File: src/rtl/rob_commit_unit.sv
// ============================================================================
// rob_commit_unit -- reorder buffer: tag allocation, CDB capture, in-order commit
// Revision: 1.0
// ============================================================================
`default_nettype none

module rob_commit_unit #(
  parameter int DEPTH = 16,
  parameter int TAG_W = 4
) (
  input  logic             clk,
  input  logic             rst,
  input  logic             rdy,
  input  logic             clr,
  input  logic             dispatch_valid,
  input  logic [4:0]       dispatch_rd,
  input  logic             dispatch_writes_rd,
  output logic             success,
  output logic [TAG_W-1:0] alloc_tag,
  input  logic             cdb_valid,
  input  logic [TAG_W-1:0] cdb_tag,
  input  logic [31:0]      cdb_value,
  input  logic [TAG_W-1:0] query_tag_j,
  input  logic [TAG_W-1:0] query_tag_k,
  output logic             query_done_j,
  output logic             query_done_k,
  output logic [31:0]      query_value_j,
  output logic [31:0]      query_value_k,
  output logic             commit_valid,
  output logic             commit_we,
  output logic [4:0]       commit_addr,
  output logic [31:0]      commit_value,
  output logic [TAG_W-1:0] commit_tag
);

  localparam logic [TAG_W:0]   CAPACITY = (TAG_W+1)'(DEPTH);
  localparam logic [TAG_W-1:0] PTR_ONE  = TAG_W'(1);
  localparam logic [TAG_W:0]   CNT_ONE  = (TAG_W+1)'(1);

  logic [DEPTH-1:0] busy;
  logic [DEPTH-1:0] done;
  logic [DEPTH-1:0] writes_mem;
  logic [4:0]       rd_mem  [DEPTH];
  logic [31:0]      val_mem [DEPTH];

  logic [TAG_W-1:0] head;
  logic [TAG_W-1:0] tail;
  logic [TAG_W:0]   count;

  logic active;
  logic do_alloc;
  logic do_capture;
  logic do_retire;

  assign active     = rdy & ~clr;
  assign success    = rdy & ~clr & ~rst & (count < CAPACITY);
  assign alloc_tag  = tail;
  assign do_alloc   = dispatch_valid & success;
  assign do_capture = active & cdb_valid & busy[cdb_tag];
  assign do_retire  = active & busy[head] & done[head];

  // No CDB bypass: lookups see only registered state.
  assign query_done_j  = busy[query_tag_j] & done[query_tag_j];
  assign query_done_k  = busy[query_tag_k] & done[query_tag_k];
  assign query_value_j = val_mem[query_tag_j];
  assign query_value_k = val_mem[query_tag_k];

  always_ff @(posedge clk or posedge rst) begin
    if (rst) begin
      head  <= '0;
      tail  <= '0;
      count <= '0;
      busy  <= '0;
      done  <= '0;
    end else if (rdy) begin
      if (clr) begin
        head  <= '0;
        tail  <= '0;
        count <= '0;
        busy  <= '0;
        done  <= '0;
      end else begin
        if (do_capture) begin
          done[cdb_tag] <= 1'b1;
        end
        // Retire uses the pre-edge done bit, so a capture to head retires next edge.
        if (do_retire) begin
          busy[head] <= 1'b0;
          done[head] <= 1'b0;
          head       <= head + PTR_ONE;
        end
        if (do_alloc) begin
          busy[tail] <= 1'b1;
          done[tail] <= 1'b0;
          tail       <= tail + PTR_ONE;
        end
        if (do_alloc && !do_retire) begin
          count <= count + CNT_ONE;
        end else if (!do_alloc && do_retire) begin
          count <= count - CNT_ONE;
        end
      end
    end
  end

  always_ff @(posedge clk) begin
    if (do_alloc) begin
      rd_mem[tail]     <= dispatch_rd;
      writes_mem[tail] <= dispatch_writes_rd;
    end
    if (do_capture) begin
      val_mem[cdb_tag] <= cdb_value;
    end
  end

  always_ff @(posedge clk or posedge rst) begin
    if (rst) begin
      commit_valid <= 1'b0;
      commit_we    <= 1'b0;
      commit_addr  <= '0;
      commit_value <= '0;
      commit_tag   <= '0;
    end else begin
      commit_valid <= 1'b0;
      commit_we    <= 1'b0;
      if (do_retire) begin
        commit_valid <= 1'b1;
        commit_we    <= writes_mem[head] & (rd_mem[head] != 5'd0);
        commit_addr  <= rd_mem[head];
        commit_value <= val_mem[head];
        commit_tag   <= head;
      end
    end
  end

endmodule

`default_nettype wire

File: config.mk
export PLATFORM = sky130hd
export DESIGN_NAME = rob_commit_unit
export DESIGN_NICKNAME = d
export VERILOG_FILES = /design/src/rtl/rob_commit_unit.sv
export SDC_FILE = /design/constraint.sdc
export NUM_CORES = 1
export LEC_CHECK = 0
export BUFFER_PORTS_ARGS = -buffer_cell sky130_fd_sc_hd__clkbuf_2
export CORE_ASPECT_RATIO = 0.9
export CORE_MARGIN = 10
export CORE_UTILIZATION = 60
export CTS_CLUSTER_SIZE = 10
export DETAILED_ROUTE_END_ITERATION = 8
export MAX_ROUTING_LAYER = met4
export PLACE_DENSITY_LB_ADDON = 0.12
export SLEW_MARGIN = 20
export SYNTH_ARGS = -nofsm -noshare
export SYNTH_HDL_FRONTEND = slang
export SYNTH_SLANG_ARGS = --single-unit
File: constraint.sdc
create_clock -name clk -period 5.5 [get_ports clk]
set_input_delay 0.55 -clock clk [delete_from_list [all_inputs] [get_ports clk]]
set_output_delay 0.55 -clock clk [all_outputs]
set_load 0.03 [all_outputs]
# Yosys cells after proc, flatten, opt, wreduce, memory -nomap -nowiden
# Memory sizes are Yosys's and may differ from the RTL's. A register that Yosys moved wholly into a read port is not among the register bits.
# Cells that the tools add are included.
[classes]
n_addsub = 4
magnitude_cmp = 9
mux = 49
bitwise_logic = 20
n_reduce_logical = 14
[op_table]
columns = ["cell", "n"]
rows = [
  ["16-bit two-way mux", 13],
  ["16-bit bitwise AND", 3],
  ["1-bit binary-select mux with 4-bit select", 8],
  ["16-bit NOT", 2],
  ["16-bit OR", 2],
  ["4-bit by 5-bit less-than comparator with 1-bit output, second input constant", 5],
  ["1-bit two-way mux", 17],
  ["16-bit bitwise mux", 1],
  ["4-bit two-way mux", 4],
  ["5-bit two-way mux", 3],
  ["1-bit demux with 4-bit select", 3],
  ["4-bit by 1-bit >= comparator with 1-bit output, second input constant", 3],
  ["1-bit bitwise AND", 11],
  ["4-bit by 1-bit adder with 4-bit output, second input constant", 2],
  ["2-bit AND reduction", 3],
  ["5-bit by 1-bit adder with 5-bit output, second input constant", 1],
  ["1-bit logical AND", 5],
  ["5-bit less-than comparator, second input constant", 1],
  ["5-bit nonzero test", 1],
  ["5-bit by 1-bit subtractor with 5-bit output, second input constant", 1],
  ["2-bit nonzero test", 2],
  ["3-bit nonzero test", 1],
  ["1-bit logical NOT", 2],
  ["1-bit NOT", 2],
]
[totals]
ff_bits = 72
ram_bits = 592
input_bits = 56
out_inout_bits = 114
elab_cells = 108
n_memories = 2
[memory_table]
columns = ["memory", "depth", "word_bits", "read_ports", "rd_clocked_by_memory_dff", "write_ports", "line_no", "rtl"]
rows = [
  ["val_mem", 16, 32, 3, 1, 1, "44", "logic [31:0] val_mem [DEPTH];"],
  ["rd_mem", 16, 5, 1, 0, 1, "43", "logic [4:0] rd_mem [DEPTH];"],
]

# Depth between registers and ports, before layout
[logic_depth]
depth_word = 15
ltp_mapped = 15
mapped_depth_nobuf = 11

# Least setup slack after synthesis
# No wires, ideal clock.
[synth_path]
path_kind = "input -> register"
startpoint = "input port cdb_tag[0]"
endpoint = "memory val_mem[12][0], enable pin"
setup_ps = 473
arrival_time_ps = 3860
required_ps = 5027
slack_ps = 1167
path_stages = 5
n_path_buf = 1
cell_sequence = "clkbuf_1 -> mux4_2 -> nand2_1 -> a21o_1 -> a211oi_1"
[synth_between]
elab_chain_cells = 5
[synth_rtl]
columns = ["element", "line_no", "rtl"]
rows = [
  ["start, declared", "21", "input logic [TAG_W-1:0] cdb_tag,"],
  ["1-bit binary-select mux with 4-bit select", "59", "assign do_capture = active & cdb_valid & busy[cdb_tag];"],
  ["1-bit two-way mux (not written as such)", "59", ""],
  ["1-bit bitwise AND", "59", ""],
  ["1-bit two-way mux", "111", "if (do_capture) begin"],
  ["1-bit two-way mux (not written as such)", "112", "val_mem[cdb_tag] <= cdb_value;"],
  ["end, declared", "44", ""],
]
# Parallel ways exist; a longest one is shown, timed or not. The select of a mux whose other input is x is not followed.

# Worst setup path in the final report
[layout_path]
startpoint = "register head[0]"
endpoint = "register count[4]"
[layout_between]
elab_chain_cells = 8
word_cells_on_any_way = 13
cone_classes = "6 x mux; 2 x bitwise; 5 x reduce/logical"
[layout_rtl]
columns = ["element", "line_no", "rtl"]
rows = [
  ["start, declared", "46", "logic [TAG_W-1:0] head;"],
  ["start signal, assigned", "90", "head <= head + PTR_ONE;"],
  ["1-bit binary-select mux with 4-bit select", "60", "assign do_retire = active & busy[head] & done[head];"],
  ["1-bit two-way mux (not written as such)", "60", ""],
  ["1-bit bitwise AND", "60", ""],
  ["1-bit bitwise AND (*)", "60", ""],
  ["1-bit logical NOT", "97", "if (do_alloc && !do_retire) begin"],
  ["1-bit logical AND", "97", ""],
  ["3-bit nonzero test (no source line) / 5-bit two-way mux (equally long branches)", "--", ""],
  ["2-bit AND reduction (no source line) / 5-bit two-way mux (equally long branches)", "--", ""],
  ["end signal, assigned", "98", "count <= count + CNT_ONE;"],
  ["end signal, assigned", "100", "count <= count - CNT_ONE;"],
  ["end, declared", "48", "logic [TAG_W:0] count;"],
]
# Every way passes the cells marked *; elsewhere a longest branch is shown, timed or not. The select of a mux whose other input is x is not followed.
# A chain may end at the register's enable or synchronous reset.

==> results.yml <==
yosys:
  synth.area.top_cells: "edfxtp_1 52%, mux4_2 34%, dfrtp_1 6.2%, mux2_2 1.2%, nand2_1 0.89%"
  netlist_top_cells_count: "608 x edfxtp_1, 526 x mux4_2, 88 x dfrtp_1"
  yosysTopAreaCellShare: 0.518
  syn_avg_cell_area_um2: 20.2
  synth_flop_cell: "edfxtp_1"
  synthMostInstantiatedCell: "edfxtp_1"
  synthSimpleGateAreaFrac: 0.0250
  ys_async_sr_fraction: 0.126
  synth_compound_area_frac: 0.0204
  yosysTopAreaCell: "edfxtp_1"
  synth-seq-area-share: 0.581
  synthAdderAreaFrac: 0.00483
  synth_edf_count: 608
  ys_types: 54
  synthMuxAreaShare: 0.349
  syn-cell-area_um2: 35200
  synth-xor-area-share: 0.000746
  synth_top_family_by_area: "multiplexers"
  syn_inst: 1749
  ys_ff_latch: 696
  synth_nets: 1818
  yosysWarningCount: 0
power:
  seqPwrFrac: 0.503
  ir_drop_v: 0.000225
  power_frac_comb: 0.072
  swShare: 0.226
  total_power_mw: 11.5
  cell_internal_pwr_mw: 8.88
  p_clk_frac: 0.424
  p_sw_mw: 2.59
  p_leak_nw: 12.9
  p_per_area_nw_per_um2: 291
sta:
  tns_ns: 0
  fin_worst_skew_ns: 0.0177
  hold_viol_final: 0
  min_period_ns: 4.11
  rsz0062_at_grt: "false"
  drv_slew: 0
  layout_setup_ws_ns: 1.39
  max-slew-margin-rel: 0.237
  hold_slack_ns: 0.0893
  max_freq_ghz: 0.243
  finalSetupViolations: 0
  finalCritPeriodShare: 0.747
  tightest_slew_ns: 1.14
place:
  place_congestion: 0.912
  io_buffers: 169
  placed_area_um2: 37000
  dp_hpwl_um: 55300
  pre_cts_ws_ns: 1.45
layout:
  drive_gt1_frac: 0.458
  area_growth_pct: 11.7
  design_area_um2: 39400
  fillCellCount: 3748
  multi_input_area_um2: 14200
  seq_area_um2: 20500
  nets: 1969
worst_setup_path:
  cp.required_ns: 6.00
  path_max_fanout: 25
  crit_type: "flip-flop to flip-flop"
  end_kind: "flip-flop"
  cpMaxStageDelayCell: "dfrtp_4"
  worst_r2r_endpoint: "count[4]"
  critPathLaunchType: "flip-flop"
  critPathLaunch: "head[0]"
  reg2reg_setup_slack_ns: 1.39
  reg2regPathDepth: 11
  path_cells: "mux4_2 > nor3_1 > nor4b_2 > nand2_2 > nand2_1 > fa_1 > a21o_1 > a21oi_1 > a31oi_1 > o21ai_0 > o211ai_1"
  arrival_ns: 4.61
  crit_path_end: "count[4]"
  max_stage_delay_ns: 0.72
  rr_startpoint: "head[0]"
grt:
  grt_max_degree: 105
  antenna_found_initial: 4
  grt_use_total: 0.289
  first_global_vias: 21035
  grt_pass1_wl_um: 141000
  gr-total-overflow: 0
die:
  fp.dieW_um: 275
  rows: 84
  start_util: 0.604
  die-area_um2: 68800
  ios: 170
  core_um2: 58300
  die_y_um: 250
clocking:
  cts_setup_buffers: 0
  holdBufCountCts: 0
  clock-sinks: 696
  htree_num_levels: 3
  clk_pin_slew_worst_paths_ns: 0.06
  clkLatencyLatePin_ns: 0.64
  cts_buffers: 80
  cts_tree: "yes"
  cts_resized: 0
  root_buffer: "clkbuf_16"
  cts_buffer_depth: 3
route:
  wirelength_um: 94900
  dr.pass1.iters: 7
  num_vias: 20453
  ant_nets: 0
  wl_per_cell_um: 34.6
  drc: 0
  via_per_inst: 7.46
  drtIter0Drc: 3008
run_status:
  status: "finished clean"
worst_hold_path:
  worst_hold_path_type: "input port to async pin"
flow_run:
  maxCapViolCount: 0
[layer usage]
layer | track usage | vias to the layer above | part of all wire
li1 | - | 7980 | -
met1 | 0.394 | 10823 | 0.36
met2 | 0.440 | 1426 | 0.50
met3 | 0.0533 | 224 | 0.11
met4 | 0.0993 | 0 | 0.032
met5 | - | - | 0
[layout make-up]
| class | instances | share of cell area |
|---|---|---|
| diodes | 4 | 0.000254 |
| clock buffers | 138 | 0.0574 |
| clock inverters | 7 | 0.00213 |
| inverters | 23 | 0.00229 |
| multi-input cells | 886 | 0.361 |
| flip-flops and latches | 696 | 0.520 |
| well taps | 774 | 0.0246 |
| repair buffers | 213 | 0.0327 |
[power groups by stage]
stage	Combinational [mW]	Clock (mW)	Sequential, mW
after floorplan	0.550	0	5.88
after global placement	0.825	0	5.88
after detailed placement	0.833	0	5.88
after CTS	0.836	4.92	5.77
after global routing	0.881	5.14	5.77
final	0.831	4.87	5.77
[cell families after synthesis]
kind of cell,Yosys count
AO/OA/AOI/OAI,117
XOR/XNOR,3
adder cells (fa/ha/maj),13
buffers and inverters,167
flip-flops,696
multiplexers,565
AND/OR/NAND/NOR,188
[worst min-delay path by stage]
| stage | start | end | slack [ns] |
|---|---|---|---|
| 4_1_cts | rst | commit_value[28] | 0.11 |
| 3_3_place_gp | commit_addr[2] | commit_addr[2] | 0.46 |
| 3_5_place_dp | commit_addr[2] | commit_addr[2] | 0.46 |
| 5_1_grt | rst | commit_tag[0] | 0.15 |
| 2_1_floorplan | done[8] | done[8] | 0.47 |
| 6_report | rst | count[3] | 0.09 |
[critical path: cells and delay by family (launching register included)]
family	cells	cell delay, ns
and+or+nand+nor	4	1.37
AOI/OAI and AO/OA	5	0.82
DFF	1	0.72
muxes	1	0.58
adders and majority gates	1	0.47
[placed cells by master, fill, tap and decap left out, types with 25 or more instances in the layout]
cell	instances
edfxtp_1	608
mux4_2	526
clkbuf_2	163
dfrtp_1	85
nand2_1	84
clkbuf_16	81
clkbuf_1	55
buf_4	40
mux2_2	39
a21oi_1	33
o21ai_0	31
nor2_1	25
[stage by stage]
stage | utilization | std cells
2_1_floorplan | - | 1749
3_3_place_gp | 0.635 | 2592
3_5_place_dp | 0.635 | 2592
4_1_cts | 0.675 | 2737
5_1_grt | 0.675 | 2741
6_report | 0.675 | 2741
[state kept, by name (all words and copies together), names as in the netlist]
signal and count:
commit_addr 5, commit_value 32, commit_we 1, count 5
done 16, busy 16, commit_valid 1, alloc_tag 4
val_mem 512, commit_tag 4, head 4, rd_mem 80
writes_mem 16
No activity file was read; power rests on OpenSTA's default activity.
